### config.mk
export PLATFORM = sky130hd
export DESIGN_NAME = uart_rx_deserializer_flat
export DESIGN_NICKNAME = d
export VERILOG_FILES = /design/src/rtl/uart_rx_deserializer_if.sv /design/src/rtl/uart_rx_deserializer.sv /design/src/flat_wrapper.sv
export SDC_FILE = /design/constraint.sdc
export NUM_CORES = 1
export LEC_CHECK = 0
export CAP_MARGIN = 20
export CORE_ASPECT_RATIO = 0.5
export CORE_MARGIN = 2
export CORE_UTILIZATION = 40
export DETAILED_ROUTE_END_ITERATION = 8
export GPL_TIMING_DRIVEN = 0
export PLACE_DENSITY = 0.66
export SYNTH_ARGS = -nofsm -noshare
export SYNTH_HDL_FRONTEND = slang
export SYNTH_SLANG_ARGS = --single-unit
export TNS_END_PERCENT = 10
### constraint.sdc
create_clock -name clk -period 1.65 [get_ports clk]
set_clock_uncertainty 0.1 [all_clocks]
set_input_delay 0.495 -clock clk [delete_from_list [all_inputs] [get_ports clk]]
set_output_delay 0.495 -clock clk [all_outputs]
set_load 0.1 [all_outputs]
### src/rtl/uart_rx_deserializer_if.sv
// UART RX deserializer bus: voted-bit strobes and frame start in,
// assembled word, result pulses and frame-phase levels out.
//   master : sampler/controller side (drives bits, reads results)
//   slave  : deserializer side
interface uart_rx_deserializer_if #(
    parameter int DATA_WIDTH = 8
);
    logic                  sampled_data;
    logic                  bit_valid;
    logic                  frame_start;
    logic [DATA_WIDTH-1:0] data_out;
    logic                  data_valid;
    logic                  parity_error;
    logic                  stop_error;
    logic                  data_transmitted_finished_flag;
    logic                  busy;

    modport master (
        output sampled_data,
        output bit_valid,
        output frame_start,
        input  data_out,
        input  data_valid,
        input  parity_error,
        input  stop_error,
        input  data_transmitted_finished_flag,
        input  busy
    );

    modport slave (
        input  sampled_data,
        input  bit_valid,
        input  frame_start,
        output data_out,
        output data_valid,
        output parity_error,
        output stop_error,
        output data_transmitted_finished_flag,
        output busy
    );
endinterface

### src/rtl/uart_rx_deserializer.sv
// UART RX deserializer: assembles LSB-first data bits, checks parity/stop.
// Ports: clk, rst (async high), bus (slave) carrying strobes and results.
module uart_rx_deserializer #(
    parameter int DATA_WIDTH = 8,
    parameter bit PARITY_EN  = 1'b1,
    parameter bit PARITY_ODD = 1'b0
) (
    input logic                  clk,
    input logic                  rst,
    uart_rx_deserializer_if.slave bus
);
    localparam int CW = $clog2(DATA_WIDTH + 1);

    typedef enum logic [1:0] {
        IDLE,
        DATA,
        PARITY,
        STOP
    } state_t;

    state_t                state_q, state_d;
    logic [CW-1:0]         cnt_q, cnt_d;
    logic [DATA_WIDTH-1:0] sh_q, sh_d;
    logic [DATA_WIDTH-1:0] dout_q, dout_d;
    logic                  pbad_q, pbad_d;
    logic                  dv_q, dv_d;
    logic                  pe_q, pe_d;
    logic                  se_q, se_d;

    always_ff @(posedge clk or posedge rst) begin
        if (rst) begin
            state_q <= IDLE;
            cnt_q   <= '0;
            sh_q    <= '0;
            dout_q  <= '0;
            pbad_q  <= 1'b0;
            dv_q    <= 1'b0;
            pe_q    <= 1'b0;
            se_q    <= 1'b0;
        end else begin
            state_q <= state_d;
            cnt_q   <= cnt_d;
            sh_q    <= sh_d;
            dout_q  <= dout_d;
            pbad_q  <= pbad_d;
            dv_q    <= dv_d;
            pe_q    <= pe_d;
            se_q    <= se_d;
        end
    end

    always_comb begin
        state_d = state_q;
        cnt_d   = cnt_q;
        sh_d    = sh_q;
        dout_d  = dout_q;
        pbad_d  = pbad_q;
        dv_d    = 1'b0;
        pe_d    = 1'b0;
        se_d    = 1'b0;
        unique case (state_q)
            IDLE: begin
                // frame_start has priority; a coincident strobe is dropped
                if (bus.frame_start) begin
                    state_d = DATA;
                    cnt_d   = '0;
                    sh_d    = '0;
                    pbad_d  = 1'b0;
                end
            end
            DATA: begin
                if (bus.bit_valid) begin
                    // shift right, new bit at MSB: first bit ends at [0]
                    sh_d = (sh_q >> 1)
                         | (DATA_WIDTH'(bus.sampled_data) << (DATA_WIDTH - 1));
                    cnt_d = cnt_q + CW'(1);
                    if (cnt_q == CW'(DATA_WIDTH - 1))
                        state_d = PARITY_EN ? PARITY : STOP;
                end
            end
            PARITY: begin
                if (bus.bit_valid) begin
                    // bad when bit differs from XOR(data) ^ PARITY_ODD
                    pbad_d  = bus.sampled_data ^ (^sh_q) ^ PARITY_ODD;
                    state_d = STOP;
                end
            end
            STOP: begin
                if (bus.bit_valid) begin
                    state_d = IDLE;
                    pe_d    = pbad_q;
                    se_d    = ~bus.sampled_data;
                    if (!pbad_q && bus.sampled_data) begin
                        dv_d   = 1'b1;
                        dout_d = sh_q;
                    end
                end
            end
            default: state_d = IDLE;
        endcase
    end

    assign bus.data_out     = dout_q;
    assign bus.data_valid   = dv_q;
    assign bus.parity_error = pe_q;
    assign bus.stop_error   = se_q;
    assign bus.busy         = (state_q != IDLE);
    assign bus.data_transmitted_finished_flag =
        (state_q == PARITY) || (state_q == STOP);
endmodule

### src/flat_wrapper.sv
// flat-port wrapper written by rule: the top's interface ports become plain ports
module uart_rx_deserializer_flat 
#(
    parameter int DATA_WIDTH = 8,
    parameter bit PARITY_EN  = 1'b1,
    parameter bit PARITY_ODD = 1'b0
)
  (clk, rst, bus_sampled_data, bus_bit_valid, bus_frame_start, bus_data_out, bus_data_valid, bus_parity_error, bus_stop_error, bus_data_transmitted_finished_flag, bus_busy);
  uart_rx_deserializer_if #(.DATA_WIDTH(DATA_WIDTH)) bus_i ();
  input logic clk;
  input logic rst;
  input wire logic [$bits(bus_i.sampled_data)-1:0] bus_sampled_data;
  input wire logic [$bits(bus_i.bit_valid)-1:0] bus_bit_valid;
  input wire logic [$bits(bus_i.frame_start)-1:0] bus_frame_start;
  output wire logic [$bits(bus_i.data_out)-1:0] bus_data_out;
  output wire logic [$bits(bus_i.data_valid)-1:0] bus_data_valid;
  output wire logic [$bits(bus_i.parity_error)-1:0] bus_parity_error;
  output wire logic [$bits(bus_i.stop_error)-1:0] bus_stop_error;
  output wire logic [$bits(bus_i.data_transmitted_finished_flag)-1:0] bus_data_transmitted_finished_flag;
  output wire logic [$bits(bus_i.busy)-1:0] bus_busy;
  assign bus_i.sampled_data = bus_sampled_data;
  assign bus_i.bit_valid = bus_bit_valid;
  assign bus_i.frame_start = bus_frame_start;
  assign bus_data_out = bus_i.data_out;
  assign bus_data_valid = bus_i.data_valid;
  assign bus_parity_error = bus_i.parity_error;
  assign bus_stop_error = bus_i.stop_error;
  assign bus_data_transmitted_finished_flag = bus_i.data_transmitted_finished_flag;
  assign bus_busy = bus_i.busy;
  uart_rx_deserializer #(.DATA_WIDTH(DATA_WIDTH), .PARITY_EN(PARITY_EN), .PARITY_ODD(PARITY_ODD)) u_core (.clk(clk), .rst(rst), .bus(bus_i));
endmodule
* Yosys cells after proc, flatten, opt, wreduce, memory -nomap -nowiden
Cells that the tools add are included.
Word-level totals: register bits 26, bits of input ports 5, output and inout port bits 13, word-level logic and storage cells 55
Cells by class: add/subtract/negate cells 1, eq/ne operators 9, mux-type cells 22, bitwise operators 3, reduce and logical (&&, ||, !) cells 12
Operators by type and width (count):
- 8-bit 2-to-1 mux | 2
- 8-bit case mux with 2 select lines | 1
- 2-bit 2-to-1 mux | 5
- 1-bit 2-to-1 mux | 9
- 3-bit AND reduction | 3
- 4-bit 2-to-1 mux | 2
- 2-bit != test, second input constant | 4
- 7-bit by 8-bit bitwise OR with 8-bit output | 1
- 2-bit case mux with 4 select lines | 1
- 4-bit case mux with 2 select lines | 1
- 8-bit XOR reduction | 1
- 2-bit nonzero test | 3
- 5-bit AND reduction | 1
- 4-bit by 1-bit adder with 4-bit output, second input constant | 1
- 2-bit equality test, second input constant | 2
- 4-bit by 3-bit equality test with 1-bit output, second input constant | 1
- 2-bit by 1-bit equality test with 1-bit output, second input constant | 1
- 2-bit logical NOT | 1
- 2-bit by 1-bit != test with 1-bit output, second input constant | 1
- 1-bit case mux with 2 select lines | 1
- 1-bit logical AND | 1
- 1-bit logical NOT | 1
- 1-bit logical OR | 1
- 1-bit NOT | 1
- 1-bit XOR | 1

* Longest topological paths before layout
Gate-level depths: netlist of run 1.
depth in word-level cells 5, depth in mapped cells 7, mapped depth without buffers 6

* Worst setup path before layout of run 1
OpenSTA, ideal clock, no wires.
path kind register to register, start point register u_core.state_q[0], end point register u_core.state_q[1], data arrival time 2.104 ns, data required time 1.425 ns, path slack -0.679 ns, stages on the path, launching flop included 7, buffers on the path 0, cell sequence dfrtp_1 inv_1 ha_1 or2_1 nor2_1 o211ai_1 mux2_2
On the way: longest elaborated chain between the ends 3, elaborated cells on any way between the ends 11, those cells by class eq/ne: 8; mux: 1; reduce/logical: 2
RTL lines:
- start: declaration | line uart_rx_deserializer.sv:21 | state_t state_q, state_d;
- start signal: assignment | line uart_rx_deserializer.sv:41 | state_q <= state_d;
- 2-bit by 1-bit equality test with 1-bit output, or another cell as far along | line uart_rx_deserializer.sv:61 | unique case (state_q)
- 2-bit by 1-bit != test with 1-bit output (no source line) or 2-bit != test (tied branches)
- 5-bit AND reduction (no source line)
Parallel ways exist; a longest one is shown, timed or not. A chain may end at the register's enable or synchronous reset.

* Worst setup path in the final report of run 1
start point register u_core.state_q[0], end point output port bus_data_transmitted_finished_flag
On the way: longest elaborated chain between the ends 2, elaborated cells on any way between the ends 3, those cells by class eq/ne: 2; reduce/logical: 1
RTL lines:
- 2-bit equality test | line uart_rx_deserializer.sv:109 | (state_q == PARITY) || (state_q == STOP);
- 1-bit logical OR (*) | line uart_rx_deserializer.sv:109
- end: declaration | line flat_wrapper.sv:19 | output wire logic [$bits(bus_i.data_transmitted_finished_flag)-1:0] bus_data_transmitted_finished_flag;
Mark *: on every way between the ends. The rest lies on a longest branch, timed or not.

==> results of run 1 <==
stage by stage:
step	hold slack (ns)	instances	utilization
floorplan	0.360	111	-
global placement	0.356	167	0.491
detailed placement	0.362	167	0.491
CTS	0.380	172	0.509
global route	0.328	178	0.550
finish	0.315	178	0.550
cell families (layout without fill, tap and decap cells):
| logic type | Yosys count | count (layout) | share of synthesized area |
|---|---|---|---|
| mux | 5 | 5 | 0.0474 |
| compound gates | 16 | 16 | 0.101 |
| xor+xnor | 7 | 7 | 0.0619 |
| simple gates | 42 | 42 | 0.156 |
| fa+ha+maj | 6 | 6 | 0.0619 |
| buf+inv | 9 | 36 | 0.0361 |
| flops | 26 | 26 | 0.536 |
worst paths after layout:
check | depth (start not counted) | slack, ns | endpoint
hold / removal | 2 | 0.31 | u_core.sh_q[0]
hold reg to reg | 2 | 0.38 | u_core.bus.data_out[6]
max in group asynchronous | 3 | 0.75 | u_core.state_q[1]
min in group clk | 2 | 0.38 | u_core.bus.data_out[6]
setup reg to reg | 7 | -0.14 | u_core.state_q[1]
setup / recovery | 4 | -0.33 | bus_data_transmitted_finished_flag
Yosys cell counts (all sizes together):
cell type / instances / area (um^2)
dfrtp: 26 / 651
o21ai: 2 / 10.0
xnor3: 1 / 22.5
clkinv: 1 / 3.75
nand4b: 1 / 15.0
a22o: 10 / 87.6
clkbuf: 1 / 5.00
buf: 2 / 16.3
o211ai: 1 / 7.51
a31oi: 1 / 6.26
nand2: 29 / 111
xnor2: 6 / 52.6
ha: 6 / 75.1
or2: 1 / 6.26
mux2: 3 / 37.5
nand2b: 1 / 6.26
mux2i: 2 / 20.0
nand3b: 1 / 7.51
nor2: 4 / 15.0
nand3: 3 / 15.0
and3: 2 / 12.5
inv: 5 / 18.8
a21oi: 1 / 5.00
o22ai: 1 / 6.26
area by class of cell:
type,count,area [um^2],area share
clock inverters,1,30.0,0.0185
inverters,6,30.0,0.0185
well taps,40,50.0,0.0309
clock buffers,3,41.3,0.0255
repair buffers,23,210,0.130
multi-input cells,76,584,0.361
plain buffers,3,21.3,0.0131
flip-flops and latches,26,652,0.403
metal layers:
layer | vias up | global-route usage
met5 | - | 0
met4 | 0 | 0.0367
met3 | 4 | 0.0383
met2 | 14 | 0.252
met1 | 422 | 0.192
li1 | 433 | -
sequential cells by signal (all words and copies together), names as in the netlist:
signal	cells
u_core.state_q	2
u_core.bus.stop_error	1
u_core.sh_q	8
u_core.bus.data_out	8
u_core.cnt_q	4
u_core.pbad_q	1
u_core.bus.data_valid	1
u_core.bus.parity_error	1
worst max-delay path: stages, from the launching register on:
cell	delay (ns)
dfrtp_1	0.42
inv_2	0.10
ha_4	0.18
or2_4	0.25
buf_12	0.17
repair_timing:
item / CTS / global route
pin swaps: 0 / 4
buffers inserted: 1 / 5
setup endpoints to repair: 36 / 32
resized for setup: 77 / 15
==> results.yml, run 1 <==
outcome:
  outcome: "finished with violations"
  violations: "negative setup slack"
cells_and_area:
  layout.nets: 150
  diodes: 0
  fin_area_um2: 1620
  drive_above_1_share: 0.326
  area_growth_pct: 33.4
  final_common_cell: "nand2_1"
  nFillCells: 263
  final_cell_mix: "nand2_1 (28), dfrtp_1 (25), a22o_1 (10)"
clock_network:
  cts_buffers: 3
  cts.root.buffer_cell: "clkbuf_8"
  clk_latency_ns: 0.27
  clkTransAtPathRegs_ns: 0.09
  clockBufferDepth: 2
  cts.sinks: 26
  htreeDepth: 1
  cts_tree: "built"
  hold_buffers: 0
synth:
  synth.avg_cell_area_um2: 10.9
  synth-seq-cells: 26
  syn-cell-area_um2: 1210
  syn_inst: 111
  netlist-cell-type-count: 28
  yosysSeqAreaShare: 0.536
  synthesis.nets: 122
  yosysWarningCount: 0
global_routing:
  gr-total-overflow: 0
  grt_pass1_vias: 875
  grt_pass1_wl_um: 3910
  track_usage: 0.149
  grt_start_max_net_pins: 27
  antenna_found_initial: 0
place:
  dp_slack_ns: -0.967
  numPortBuffers: 16
  gp_congestion: 0.723
  dp_hpwl_um: 1500
  place_area_um2: 1450
die:
  die_h_um: 43.0
  io_pins: 18
  initial_core_util: 0.412
  core_area_um2: 2940
  rows: 14
  dieArea_um2: 3520
  die_width_um: 81.9
sta:
  period_share: 1.20
  tns_ns: -1.10
  finalSetupViolCount: 15
  period_needed_ns: 1.98
  worst_slack_ns: -0.330
  finalHoldViolCount: 0
  worst_slew_pin_slew_ns: 0.488
  rsz0062_at_grt: "yes"
  slew_violations: 0
  fmax_mhz: 505
  max_slew_margin: 0.677
route:
  drtIter0Drc: 61
  wirelength_um: 2320
  wl_met3_um: 82
  top_layer_used: "met4"
  route.detailed.drc: 0
  route.met2.wl_um: 1090
  via_per_inst: 4.90
  wl_per_cell_um: 13.1
  dr_total_vias: 873
  ant_nets: 0
  met1_length_um: 1140
  first_pass_iters: 4
setup_path:
  critPathLaunchType: "flop"
  rr_startpoint: "u_core.state_q[0]"
  path_max_fanout: 4
  path_class: "flop to primary output"
  crit_path_end_kind: "primary output"
  worstPathRequired_ns: 1.05
  arrival_ns: 1.39
  critPathLaunch: "u_core.state_q[0]"
job:
  drv_cap: 0
hold_path:
  hp-class: "input pin to asynchronous set/reset pin"
Power of run 1 is left out: the tool's default activity adds up to more than one toggle a clock period on the data nets, which glitch-free logic cannot reach.
==> run 2, diff against run 1 <==
Settings changed: PLACE_DENSITY 0.66 to 0.64, TNS_END_PERCENT 10 to not set.
Clock period 1.65 ns to 1.9 ns, I/O delays scaled along.
==> run 2 against run 1 <==
  * The run still ends with negative setup slack left
  * Cell area fell by 0.93%
  * Critical path depth fell by 1
  * Non-clock buffer count fell by 3
  * Register-to-register slack improved by 0.25 ns
  * Die area did not move
==> results.yml, run 2 (same netlist as run 1, synthesis figures left out) <==
outcome:
  outcome: "finished with violations"
  violations: "negative setup slack"
die:
  core_area_um2: 2940
  initial_core_util: 0.412
  rows: 14
  die_width_um: 81.9
  die_h_um: 43.0
  dieArea_um2: 3520
  io_pins: 18
cells_and_area:
  final_cell_mix: "nand2_1 (28), dfrtp_1 (25), a22o_1 (10)"
  layout.nets: 147
  drive_above_1_share: 0.281
  area_growth_pct: 32.2
  final_common_cell: "nand2_1"
  fin_area_um2: 1600
  fin_cells: 175
  diodes: 0
route:
  first_pass_iters: 6
  via_per_inst: 4.94
  route.detailed.drc: 0
  wirelength_um: 2190
  wl_per_cell_um: 12.5
  dr_total_vias: 865
  drtIter0Drc: 17
  ant_nets: 0
sta:
  period_needed_ns: 2.04
  period_share: 1.07
  worst_slack_ns: -0.137
  max_slew_margin: 0.641
  worst_slew_pin_slew_ns: 0.539
  fmax_mhz: 491
  slew_violations: 0
  hold_ws_ns: 0.378
  finalSetupViolCount: 2
  rsz0062_at_grt: "yes"
  finalHoldViolCount: 0
place:
  numPortBuffers: 16
  gp_congestion: 0.788
  place_area_um2: 1430
  dp.cells: 167
  dp_hpwl_um: 1460
clock_network:
  clk_latency_ns: 0.27
  cts.sinks: 26
  clockBufferDepth: 2
  cts.root.buffer_cell: "clkbuf_8"
  cts_buffers: 3
  htreeDepth: 1
  clkTransAtPathRegs_ns: 0.09
  hold_buffers: 0
  cts_tree: "built"
hold_path:
  hp-class: "flop to flop"
global_routing:
  grt_start_max_net_pins: 27
  grt_util_met1: 0.201
  track_usage: 0.142
  gr-total-overflow: 0
  met3_usage: 0.0362
  antenna_found_initial: 0
  grt-busiest-layer: "met2"
  grt_pass1_wl_um: 3790
  met2_usage: 0.220
  grt_pass1_vias: 840
setup_path:
  path_class: "flop to primary output"
  critPathLaunchType: "flop"
  crit_path_end_kind: "primary output"
  worstPathRequired_ns: 1.23
  path_max_fanout: 4
  arrival_ns: 1.37
job:
  drv_cap: 0
==> run 2: changes by cell type in the layout (fill, tap and decap cells not counted), moves of 2 or more <==
cell             change
buf_2                -2
buf_4                -5
buf_8                +2
clkdlybuf4s15_2      +9
ha_4                 -2
clkdlybuf4s18_2      +2
clkbuf_4             -7
==> run 2: layout make-up <==
class	instances	area (um^2)
Clock buffer	3	41.3
Timing Repair Buffer	20	226
Inverter	6	26.3
Tap cell	40	50.0
Fill cell	263	1340
Clock inverter	1	30.0
Sequential cell	26	652
Multi-Input combinational cell	76	557
Buffer	3	21.3
==> run 2: metrics by stage <==
step	worst slack [ns]	setup TNS [ns]	util
floorplan	0.00220	0	-
global placement	-0.768	-6.44	0.486
detailed placement	-0.817	-7.30	0.486
CTS	-0.175	-0.210	0.525
global route	-0.171	-0.250	0.545
finish	-0.137	-0.149	0.545
==> run 2: path summary, 6_finish.rpt <==
path	from	end	slack [ns]	cells after the start
min reg2reg	u_core.bus.data_out[3]	u_core.bus.data_out[3]	0.38	2
max reg2reg	u_core.state_q[1]	u_core.state_q[1]	0.11	5
max	u_core.state_q[1]	bus_data_transmitted_finished_flag	-0.14	3
min in group asynchronous	rst	u_core.bus.data_out[0]	0.53	2
min	u_core.bus.data_out[3]	u_core.bus.data_out[3]	0.38	2
max in group asynchronous	rst	u_core.sh_q[4]	0.69	3
==> run 2: layer usage <==
layer / up-vias / wire (um) / part of all wire
met4: 0 / 0 / 0
li1: 420 / - / -
met2: 20 / 1010 / 0.46
met5: - / 0 / 0
met1: 425 / 1110 / 0.51
met3: 0 / 76 / 0.035
==> run 2: what timing repair did <==
| item | in CTS | in global routing |
|---|---|---|
| resized for setup | 55 | 7 |
| endpoints found under the setup margin | 13 | 6 |
| buffers inserted | 0 | 3 |
| pin swaps | 0 | 1 |
==> run 2: worst max-delay path, stage by stage, from the launching register on <==
cell and delay, ns:
dfrtp_2 0.45, ha_2 0.21, or2_4 0.27, buf_12 0.17
Power of run 2 is left out for the same reason.
==> run 3, diff against run 2 <==
Settings changed: GPL_ROUTABILITY_DRIVEN set to 0.
Clock period 1.9 ns to 2.4 ns, I/O delays scaled along.
==> run 3 against run 2 <==
  * The flow now finishes without violations
  * Worst setup slack improved by 0.24 ns
  * Wire length down 3.4%
  * Cell area fell by 6.2%
  * First-iteration DRC count grew to 2.5 times the previous value
  * Sequential share of layout area increased by 2.6 points
  * Via count is 3.6% lower
  * Critical path depth fell by 2
  * Global-route usage down 0.60 points
  * Sequential cell count is the same
  * Register-to-register slack better by 0.46 ns
==> results.yml, run 3 (same netlist as run 1, synthesis figures left out) <==
outcome:
  outcome: "complete, no violations"
setup_path:
  endpoint: "bus_data_out[4]"
  worst-r2r-setup-slack_ns: 0.57
  cp.depth: 1
  max_stage_delay_ns: 0.86
  critPathTopFamily: "buffers and inverters"
  crit_chain: "dlygate4sd2_1"
  path_max_fanout: 2
  r2r.worst_path.cells: 6
  crit_path_end_kind: "primary output"
  path_class: "flop to primary output"
  critPathLaunchType: "flop"
  arrival_ns: 1.48
  worstPathRequired_ns: 1.58
  slowest_stage: "dlygate4sd2_1"
  rr_startpoint: "u_core.state_q[0]"
  r2r-end: "u_core.state_q[1]"
  critPathLaunch: "u_core.bus.data_out[4]"
  worst-path-buf-inv: 1
route:
  dr_total_vias: 834
  drtIter0Drc: 43
  wirelength_um: 2120
  via_per_inst: 4.85
  route.detailed.drc: 0
  wl_per_cell_um: 12.3
  first_pass_iters: 4
  ant_nets: 0
die:
  io_pins: 18
  die_h_um: 43.0
  die_width_um: 81.9
  rows: 14
  dieArea_um2: 3520
  initial_core_util: 0.412
  core_area_um2: 2940
place:
  numPortBuffers: 16
  dp_hpwl_um: 1460
global_routing:
  grt_util_met1: 0.190
  met2_usage: 0.207
  grt_pass1_vias: 772
  met3_usage: 0.0383
  gr-total-overflow: 0
  grt-busiest-layer: "met2"
  grt_start_max_net_pins: 27
  antenna_found_initial: 0
  track_usage: 0.136
  grt_pass1_wl_um: 3520
cells_and_area:
  drive_above_1_share: 0.114
  layout.nets: 144
  area_growth_pct: 24.0
  final_cell_mix: "nand2_1 (28), dfrtp_1 (26), dlygate4sd2_1 (11)"
  diodes: 0
  final_common_cell: "nand2_1"
clock_network:
  cts.root.buffer_cell: "clkbuf_8"
  clkTransAtPathRegs_ns: 0.09
  clockBufferDepth: 2
  post_cts_buffers: 0
  htreeDepth: 1
  cts_buffers: 3
  hold_buffers: 0
  cts.sinks: 26
  cts_tree: "built"
  clk_latency_ns: 0.26
sta:
  slew_violations: 0
  rsz0062_at_grt: "no"
  period_needed_ns: 2.30
  finalHoldViolCount: 0
  worst_slew_pin_slew_ns: 0.960
  period_share: 0.957
  max_slew_margin: 0.363
  finalSetupViolCount: 0
  hold_ws_ns: 0.372
  fmax_mhz: 435
hold_path:
  hp-class: "flop to flop"
job:
  drv_cap: 0
## run 3: how the worst min path moves through the flow
stage,start,endpoint,slack (ns),cells past startpoint
after floorplan,u_core.pbad_q,u_core.pbad_q,0.36,2
after global routing,u_core.bus.data_out[6],u_core.bus.data_out[6],0.40,2
final,u_core.bus.data_out[6],u_core.bus.data_out[6],0.37,2
after CTS,u_core.bus.data_out[0],u_core.bus.data_out[0],0.38,2
after global placement,u_core.bus.data_out[1],u_core.bus.data_out[1],0.36,2
after detailed placement,u_core.bus.data_out[0],u_core.bus.data_out[0],0.36,2
## run 3: through the flow
| step | utilization | setup TNS, ns | std cells | instance area (um^2) | setup WS [ns] |
|---|---|---|---|---|---|
| 2_1_floorplan | - | 0 | 111 | 1210 | 0.0710 |
| 3_3_place_gp | 0.484 | -0.730 | 167 | 1420 | -0.428 |
| 3_5_place_dp | 0.484 | -0.752 | 167 | 1420 | -0.442 |
| 4_1_cts | 0.501 | 0 | 171 | 1470 | 0.0879 |
| 5_1_grt | 0.511 | 0 | 172 | 1510 | 0.0327 |
| 6_report | 0.511 | 0 | 172 | 1510 | 0.104 |
## run 3: per-layer routing
layer,part of all wire,up-vias
li1,-,418
met2,0.45,11
met1,0.52,403
met5,0,-
met3,0.022,2
met4,0.011,0
## run 3: area by class of cell
| type | count | area (um^2) |
|---|---|---|
| fill | 269 | 1440 |
| timing repair buffer | 17 | 170 |
| sequential | 26 | 651 |
| tap | 40 | 50.0 |
| clock buffer | 3 | 41.3 |
| buffer | 3 | 21.3 |
| clock inverter | 1 | 30.0 |
| inverter | 6 | 22.5 |
| multi-input combinational | 76 | 519 |
## run 3: timing repair
action | CTS | global route
endpoints found under the setup margin | 13 | 1
gates resized for setup | 22 | 1
pin swaps | 0 | 0
Power of run 3 is left out for the same reason.
